### src/rtl/wb_arbiter_pkg.sv
// Shared types for the writeback arbiter: register-address width and the load-result FIFO entry.
package wb_arbiter_pkg;

    localparam int XLEN       = 32;
    localparam int REG_ADDR_W = 5;

    typedef struct packed {
        logic [REG_ADDR_W-1:0] rd_src;
        logic [XLEN-1:0]       data;
    } wb_entry_t;

endpackage : wb_arbiter_pkg

### src/rtl/wb_arbiter_if.sv
// Bus bundle for wb_arbiter: ALU/load result inputs, issue scoreboard and regfile write port.
// Forwarding signals exist only when WB_BYPASS_EN is defined.
interface wb_arbiter_if #(
    parameter int XLEN  = 32,
    parameter int DEPTH = 4
);
    logic                     alu_valid;
    logic [4:0]               alu_rd_src;
    logic [XLEN-1:0]          alu_data;
    logic                     ld_valid;
    logic                     ld_ready;
    logic [4:0]               ld_rd_src;
    logic [XLEN-1:0]          ld_data;
    logic                     iss_ld;
    logic [4:0]               iss_rd_src;
    logic [31:0]              busy_mask;
    logic                     reg_we;
    logic [4:0]               rd_src;
    logic [XLEN-1:0]          rd;
    logic [$clog2(DEPTH):0]   fifo_cnt;
`ifdef WB_BYPASS_EN
    logic [4:0]               rs1_src;
    logic [4:0]               rs2_src;
    logic [XLEN-1:0]          rs1_in;
    logic [XLEN-1:0]          rs2_in;
    logic [XLEN-1:0]          rs1_fwd;
    logic [XLEN-1:0]          rs2_fwd;
`endif

    modport slave (
        input  alu_valid, alu_rd_src, alu_data,
        input  ld_valid, ld_rd_src, ld_data,
        input  iss_ld, iss_rd_src,
`ifdef WB_BYPASS_EN
        input  rs1_src, rs2_src, rs1_in, rs2_in,
        output rs1_fwd, rs2_fwd,
`endif
        output ld_ready, busy_mask, reg_we, rd_src, rd, fifo_cnt
    );

    modport master (
        output alu_valid, alu_rd_src, alu_data,
        output ld_valid, ld_rd_src, ld_data,
        output iss_ld, iss_rd_src,
`ifdef WB_BYPASS_EN
        output rs1_src, rs2_src, rs1_in, rs2_in,
        input  rs1_fwd, rs2_fwd,
`endif
        input  ld_ready, busy_mask, reg_we, rd_src, rd, fifo_cnt
    );

endinterface : wb_arbiter_if

### src/rtl/wb_arbiter_fifo.sv
// Load-result FIFO: DEPTH entries of entry_t, strict order, head read straight from the storage flops.
module wb_fifo
    import wb_arbiter_pkg::*;
#(
    parameter int  DEPTH   = 4,
    parameter type entry_t = wb_entry_t
) (
    input  logic                   clk,
    input  logic                   rst_n,
    input  logic                   push,
    input  entry_t                 push_data,
    input  logic                   pop,
    output entry_t                 head,
    output logic                   full,
    output logic                   empty,
    output logic [$clog2(DEPTH):0] count
);
    localparam int AW = $clog2(DEPTH);
    localparam int CW = AW + 1;

    entry_t          mem_q [DEPTH];
    entry_t          mem_d [DEPTH];
    logic [AW-1:0]   wr_ptr_q, wr_ptr_d;
    logic [AW-1:0]   rd_ptr_q, rd_ptr_d;
    logic [CW-1:0]   count_q, count_d;
    logic            push_ok_s;
    logic            pop_ok_s;

    assign full  = (count_q == CW'(DEPTH));
    assign empty = (count_q == {CW{1'b0}});
    assign count = count_q;
    assign head  = mem_q[rd_ptr_q];

    // Next-state for storage, power-of-two pointers wrap on overflow.
    always_comb begin
        mem_d     = mem_q;
        wr_ptr_d  = wr_ptr_q;
        rd_ptr_d  = rd_ptr_q;
        push_ok_s = push && !full;
        pop_ok_s  = pop && !empty;
        if (push_ok_s) begin
            mem_d[wr_ptr_q] = push_data;
            wr_ptr_d        = wr_ptr_q + {{(AW-1){1'b0}}, 1'b1};
        end else begin
            wr_ptr_d = wr_ptr_q;
        end
        if (pop_ok_s) begin
            rd_ptr_d = rd_ptr_q + {{(AW-1){1'b0}}, 1'b1};
        end else begin
            rd_ptr_d = rd_ptr_q;
        end
        count_d = count_q + CW'(push_ok_s) - CW'(pop_ok_s);
    end

    // Storage and pointer registers.
    always_ff @(posedge clk or negedge rst_n) begin
        if (!rst_n) begin
            for (int i = 0; i < DEPTH; i++) begin
                mem_q[i] <= '0;
            end
            wr_ptr_q <= {AW{1'b0}};
            rd_ptr_q <= {AW{1'b0}};
            count_q  <= {CW{1'b0}};
        end else begin
            mem_q    <= mem_d;
            wr_ptr_q <= wr_ptr_d;
            rd_ptr_q <= rd_ptr_d;
            count_q  <= count_d;
        end
    end

endmodule : wb_fifo

### src/rtl/wb_arbiter.sv
// Regfile writeback arbiter: ALU has priority, buffered loads drain on idle ALU cycles, plus load scoreboard.
// Optional feature macro: WB_BYPASS_EN (write-port forwarding to rs1/rs2 operands).
module wb_arbiter
    import wb_arbiter_pkg::*;
#(
    parameter int DEPTH = 4,
    parameter int XLEN  = 32
) (
    input  logic         clk,
    input  logic         rst_n,
    wb_arbiter_if.slave  bus
);
    typedef struct packed {
        logic [REG_ADDR_W-1:0] rd_src;
        logic [XLEN-1:0]       data;
    } entry_t;

    entry_t                  push_entry_s;
    entry_t                  head_s;
    logic                    push_s;
    logic                    pop_s;
    logic                    full_s;
    logic                    empty_s;
    logic [$clog2(DEPTH):0]  count_s;

    logic                    reg_we_q, reg_we_d;
    logic [REG_ADDR_W-1:0]   rd_src_q, rd_src_d;
    logic [XLEN-1:0]         rd_q, rd_d;
    logic [31:0]             busy_q, busy_d;

    // Full blocks acceptance even if the head is leaving this cycle.
    assign bus.ld_ready  = !full_s;
    assign push_s        = bus.ld_valid && !full_s;
    assign push_entry_s  = '{rd_src: bus.ld_rd_src, data: bus.ld_data};

    wb_fifo #(
        .DEPTH   (DEPTH),
        .entry_t (entry_t)
    ) u_fifo (
        .clk       (clk),
        .rst_n     (rst_n),
        .push      (push_s),
        .push_data (push_entry_s),
        .pop       (pop_s),
        .head      (head_s),
        .full      (full_s),
        .empty     (empty_s),
        .count     (count_s)
    );

    // Writeback source select; x0 loads are consumed without a write.
    always_comb begin
        reg_we_d = 1'b0;
        rd_src_d = rd_src_q;
        rd_d     = rd_q;
        pop_s    = 1'b0;
        if (bus.alu_valid) begin
            reg_we_d = 1'b1;
            rd_src_d = bus.alu_rd_src;
            rd_d     = bus.alu_data;
        end else if (!empty_s) begin
            pop_s = 1'b1;
            if (head_s.rd_src != 5'd0) begin
                reg_we_d = 1'b1;
                rd_src_d = head_s.rd_src;
                rd_d     = head_s.data;
            end else begin
                reg_we_d = 1'b0;
            end
        end else begin
            reg_we_d = 1'b0;
        end
    end

    // Scoreboard update: clear on pop first so a same-cycle issue to that register wins.
    always_comb begin
        busy_d = busy_q;
        if (pop_s && (head_s.rd_src != 5'd0)) begin
            busy_d[head_s.rd_src] = 1'b0;
        end else begin
            busy_d = busy_d;
        end
        if (bus.iss_ld && (bus.iss_rd_src != 5'd0)) begin
            busy_d[bus.iss_rd_src] = 1'b1;
        end else begin
            busy_d = busy_d;
        end
        busy_d[0] = 1'b0;
    end

    // Registered write port and scoreboard.
    always_ff @(posedge clk or negedge rst_n) begin
        if (!rst_n) begin
            reg_we_q <= 1'b0;
            rd_src_q <= {REG_ADDR_W{1'b0}};
            rd_q     <= {XLEN{1'b0}};
            busy_q   <= 32'd0;
        end else begin
            reg_we_q <= reg_we_d;
            rd_src_q <= rd_src_d;
            rd_q     <= rd_d;
            busy_q   <= busy_d;
        end
    end

    assign bus.reg_we    = reg_we_q;
    assign bus.rd_src    = rd_src_q;
    assign bus.rd        = rd_q;
    assign bus.busy_mask = busy_q;
    assign bus.fifo_cnt  = count_s;

`ifdef WB_BYPASS_EN
    // Forward the in-flight regfile write to decode operands.
    always_comb begin
        bus.rs1_fwd = bus.rs1_in;
        bus.rs2_fwd = bus.rs2_in;
        if (reg_we_q && (rd_src_q == bus.rs1_src) && (bus.rs1_src != 5'd0)) begin
            bus.rs1_fwd = rd_q;
        end else begin
            bus.rs1_fwd = bus.rs1_in;
        end
        if (reg_we_q && (rd_src_q == bus.rs2_src) && (bus.rs2_src != 5'd0)) begin
            bus.rs2_fwd = rd_q;
        end else begin
            bus.rs2_fwd = bus.rs2_in;
        end
    end
`endif

endmodule : wb_arbiter

### src/flat_wrapper.sv
// flat-port wrapper written by rule: the top's interface ports become plain ports
module wb_arbiter_flat import wb_arbiter_pkg::*;
#(
    parameter int DEPTH = 4,
    parameter int XLEN  = 32
)
  (clk, rst_n, bus_alu_valid, bus_alu_rd_src, bus_alu_data, bus_ld_valid, bus_ld_rd_src, bus_ld_data, bus_iss_ld, bus_iss_rd_src, bus_ld_ready, bus_busy_mask, bus_reg_we, bus_rd_src, bus_rd, bus_fifo_cnt);
  wb_arbiter_if #(.XLEN(XLEN), .DEPTH(DEPTH)) bus_i ();
  input  logic clk;
  input  logic rst_n;
  input wire logic [$bits(bus_i.alu_valid)-1:0] bus_alu_valid;
  input wire logic [$bits(bus_i.alu_rd_src)-1:0] bus_alu_rd_src;
  input wire logic [$bits(bus_i.alu_data)-1:0] bus_alu_data;
  input wire logic [$bits(bus_i.ld_valid)-1:0] bus_ld_valid;
  input wire logic [$bits(bus_i.ld_rd_src)-1:0] bus_ld_rd_src;
  input wire logic [$bits(bus_i.ld_data)-1:0] bus_ld_data;
  input wire logic [$bits(bus_i.iss_ld)-1:0] bus_iss_ld;
  input wire logic [$bits(bus_i.iss_rd_src)-1:0] bus_iss_rd_src;
  output wire logic [$bits(bus_i.ld_ready)-1:0] bus_ld_ready;
  output wire logic [$bits(bus_i.busy_mask)-1:0] bus_busy_mask;
  output wire logic [$bits(bus_i.reg_we)-1:0] bus_reg_we;
  output wire logic [$bits(bus_i.rd_src)-1:0] bus_rd_src;
  output wire logic [$bits(bus_i.rd)-1:0] bus_rd;
  output wire logic [$bits(bus_i.fifo_cnt)-1:0] bus_fifo_cnt;
  assign bus_i.alu_valid = bus_alu_valid;
  assign bus_i.alu_rd_src = bus_alu_rd_src;
  assign bus_i.alu_data = bus_alu_data;
  assign bus_i.ld_valid = bus_ld_valid;
  assign bus_i.ld_rd_src = bus_ld_rd_src;
  assign bus_i.ld_data = bus_ld_data;
  assign bus_i.iss_ld = bus_iss_ld;
  assign bus_i.iss_rd_src = bus_iss_rd_src;
  assign bus_ld_ready = bus_i.ld_ready;
  assign bus_busy_mask = bus_i.busy_mask;
  assign bus_reg_we = bus_i.reg_we;
  assign bus_rd_src = bus_i.rd_src;
  assign bus_rd = bus_i.rd;
  assign bus_fifo_cnt = bus_i.fifo_cnt;
  wb_arbiter #(.DEPTH(DEPTH), .XLEN(XLEN)) u_core (.clk(clk), .rst_n(rst_n), .bus(bus_i));
endmodule
### config.mk
export PLATFORM = sky130hd
export DESIGN_NAME = wb_arbiter_flat
export DESIGN_NICKNAME = d
export VERILOG_FILES = /design/src/rtl/wb_arbiter_pkg.sv /design/src/rtl/wb_arbiter_if.sv /design/src/rtl/wb_arbiter_fifo.sv /design/src/rtl/wb_arbiter.sv /design/src/flat_wrapper.sv
export SDC_FILE = /design/constraint.sdc
export NUM_CORES = 1
export LEC_CHECK = 0
export ABC_AREA = 1
export CAP_MARGIN = 0
export CORE_ASPECT_RATIO = 1.4
export CORE_UTILIZATION = 50
export CTS_CLUSTER_SIZE = 40
export DETAILED_ROUTE_END_ITERATION = 8
export PLACE_DENSITY = 0.78
export SYNTH_ARGS = -nofsm -noshare
export SYNTH_HDL_FRONTEND = slang
export SYNTH_HIERARCHICAL = 1
export SYNTH_SLANG_ARGS = --single-unit
export TNS_END_PERCENT = 100
### constraint.sdc
create_clock -name clk -period 2.5 [get_ports clk]
set_input_delay 0.5 -clock clk [delete_from_list [all_inputs] [get_ports clk]]
set_output_delay 0.5 -clock clk [all_outputs]
set_load 0.05 [all_outputs]
==> run_results.csv <==
group,metric,value,unit
outcome,status,"finished with violations",
outcome,violations_in_the_final_reports,"hold timing",
cts,hold_buffers,0,
critical_path,arrival,2.62,ns
global_route,grt_util_overall,28.9,%
power,pwr-share-clk,16.0,%
yosys,synth_seq_cells,224,
floorplan,die_area,23000,um^2
critical_path,setup.worst_path.end_class,"flip-flop",
cts,cts_num_sinks,224,
floorplan,starting_density_of_the_core,51.1,%
hold_path,type_of_the_most_critical_hold_path,"in -> async",
timing,finalSetupViolations,0,
critical_path,endpoint_of_the_worst_slack_reg_to_reg_timing_path,"u_core/u_fifo/count[2]",
cts,worstSkewPairLatency,0.50,ns
critical_path,worst_r2r_setup_slack,0.26,ns
power,internal_power,0.0104,W
floorplan,floorplan.core_area,21900,um^2
timing,finalWorstPathRequiredPeriod,2.24,ns
critical_path,cp_data_required_time,2.88,ns
yosys,synth.yosys.warnings,6,
power,power_switching_share,48.3,%
power,leakagePower,6.77,nW
final_layout,syn2layout_area_growth,22.4,%
timing,timing.slew.headroom,53.5,%
place,port_buffers,156,
cts,cts.reportedPaths.clkPinSlew,0.06,ns
route,via_per_inst,5.72,
route,drt_pre_antenna_iters,7,
job,cap_viol_max_count,0,
floorplan,die_height,179,um
critical_path,path_max_fanout,4,
timing,worst_pin_slew,0.695,ns
floorplan,rows,64,
power,peakVddDrop,691,uV
yosys,seq_area_frac_synth,50.2,%
route,postRouteWirelength,32600,um
cts,clock_tree.root_cell,"clkbuf_16",
yosys,synthesis.area,11200,um^2
timing,rsz0062_at_grt,"false",
global_route,grt_antenna_before_repair,0,
yosys,post_synthesis_net_count,1542,
critical_path,start_kind,"flip-flop",
cts,numCtsBuffers,22,
route,route.vias.total,10700,
timing,hold_viol,1,
cts,h-tree-depth,1,
yosys,post_synth_num_cell_types,27,
timing,totalNegativeSetupSlack,0,ns
floorplan,ios,158,
power,combPwrFrac,52.6,%
yosys,synth.avg_cell_area,7.70,um^2
route,detail_route.wl_per_cell,17.4,um
cts,tritoncts,"yes",
global_route,grt_pass1_wl,52600,um
power,p_seq_share,31.4,%
cts,clock_path_buffers,3,
global_route,grt_pass1_vias,10200,
timing,final-max-slew-violation-count,0,
global_route,grt_max_degree,93,
place,dp_slack,0.102,ns
final_layout,share_of_cells_above_drive_strength_1,6.27,%
route,drc,0,
global_route,grt-ovfl-total,0,
timing,fin_skew,0.00669,ns
final_layout,diodes_inserted,0,
place,place_congestion,0.863,
timing,final.hold.worst_slack,-0.00200,ns
place,post-dp-hpwl,20400,um
critical_path,r2r_cells,11,
critical_path,timing_worst_setup_path_type,"reg -> reg",
power,pwr_density_cell,1470,nW/um^2
floorplan,die_width,128,um
yosys,netlist_instances,1451,
final_layout,finish.net_count,1655,
timing,min_period_over_period,89.6,%
route,detail_route.iter0.violations,1359,
timing,post-route-worst-setup-slack,0.260,ns
route,drtAntennaViolNets,0,
timing,fmax,447,MHz
power,switchingPower,0.00968,W
critical_path,worstReg2RegStart,"u_core/u_fifo/count[1]",
## worst max-delay path, stage by stage, from the launching register on
cell	delay, ns
dfrtp_2	0.43
nor2_2	0.17
nand2_1	0.15
inv_1	0.12
nor2_2	0.05
nand2_1	0.14
inv_1	0.06
ha_1	0.27
inv_1	0.04
ha_1	0.18
fa_1	0.37
xnor2_1	0.13
## logic make-up after synthesis
kind of cell,synth area share [%]
fa+ha+maj,0.851
other cells,0.0336
compound gates,5.53
simple gates,37.2
xor+xnor,0.0784
flops,50.2
buf+inv,6.18
## worst max-delay path by stage
stage | endpoint | cells after the start | slack, ns | startpoint
finish | u_core/u_fifo/count[2] | 11 | 0.26 | u_core/u_fifo/count[1]
global placement | u_core/u_fifo/count[2] | 9 | 0.08 | bus_alu_valid
detailed placement | u_core/u_fifo/count[2] | 9 | 0.10 | bus_alu_valid
floorplan | u_core/u_fifo/count[2] | 13 | 0.008 | u_core/u_fifo/count[1]
global route | u_core/bus.rd[11] | 10 | 0.07 | u_core/u_fifo/rd_ptr_q[1]
CTS | u_core/bus.rd[8] | 9 | 0.11 | u_core/u_fifo/rd_ptr_q[0]
## routing by layer
metal / part of all wire (%) / vias up / global-route usage, %
li1: - / 5005 / -
met1: 42 / 5122 / 39.8
met2: 47 / 545 / 46.5
met3: 8.8 / 53 / 3.85
met4: 2.4 / 0 / 10.6
met5: 0 / - / 0
## cell usage after synthesis
cell / number / share of area [%]
xnor2_1: 1 / 0.078
o21ai_1: 7 / 0.31
inv_2: 3 / 0.10
buf_1: 10 / 0.34
nor2_1: 141 / 4.7
nor2_4: 1 / 0.10
ha_1: 6 / 0.67
dfrtp_1: 224 / 50
clkbuf_2: 2 / 0.090
nor2_2: 1 / 0.056
nand4_1: 151 / 8.5
a22oi_1: 3 / 0.20
fa_1: 1 / 0.18
conb_1: 1 / 0.034
buf_2: 52 / 2.3
buf_6: 5 / 0.50
nand2_4: 2 / 0.20
nand2_2: 1 / 0.056
nand2_1: 571 / 19
nand3_2: 1 / 0.090
buf_4: 15 / 1.0
inv_1: 27 / 0.91
nand3_4: 4 / 0.63
nand3_1: 77 / 3.4
clkbuf_1: 27 / 0.91
o21ai_0: 112 / 5.0
nor3_1: 5 / 0.22
## flip-flops by register name (all words and copies together), names as in the netlist
signal                  cells
u_core/bus.reg_we           1
u_core/bus.rd_src           5
u_core/u_fifo/count         3
u_core/bus.rd              32
u_core/u_fifo/mem_q       148
u_core/u_fifo/rd_ptr_q      2
u_core/bus.busy_mask       31
u_core/u_fifo/wr_ptr_q      2
## area by class of cell
type | count | area [um^2]
flip-flops and latches | 224 | 5610
well taps | 297 | 372
inverters | 30 | 116
clock buffers | 34 | 667
repair buffers | 200 | 1980
clock inverters | 4 | 23.8
fillers | 1882 | 8180
multi-input cells | 1086 | 4910
## repair_timing
action	4_1_cts	5_1_grt
gates resized for setup	0	6
setup buffers	0	0
endpoints found under the setup margin	0	42
## metrics by stage
| stage | cells | util (%) | area [um^2] | total power (W) |
|---|---|---|---|---|
| 2_1_floorplan | 1451 | - | 11200 | 0.0133 |
| 3_3_place_gp | 1837 | 59.3 | 13000 | 0.0164 |
| 3_5_place_dp | 1837 | 59.3 | 13000 | 0.0167 |
| 4_1_cts | 1875 | 62.5 | 13700 | 0.0199 |
| 5_1_grt | 1875 | 62.6 | 13700 | 0.0214 |
| 6_report | 1875 | 62.6 | 13700 | 0.0200 |
## power by group through the flow
stage / Combinational (W) / Clock [W] / Sequential [W]
floorplan: 0.00525 / 0 / 0.00809
global placement: 0.0101 / 0 / 0.00628
detailed placement: 0.0103 / 0 / 0.00632
CTS: 0.0104 / 0.00325 / 0.00628
global route: 0.0115 / 0.00338 / 0.00648
finish: 0.0106 / 0.00320 / 0.00630
## layout by cell type (no fill, tap or decap), drive strengths merged
cell type / n
clkinvlp: 1
nand4: 151
nor3: 5
dfrtp: 224
buf: 45
conb: 1
clkbuf: 35
xnor2: 1
o21ai: 119
fa: 1
ha: 6
nand3: 82
nor2: 143
clkdlybuf4s50: 154
inv: 30
nand2: 574
clkinv: 3
a22oi: 3
No activity file was read; power rests on OpenSTA's default activity.
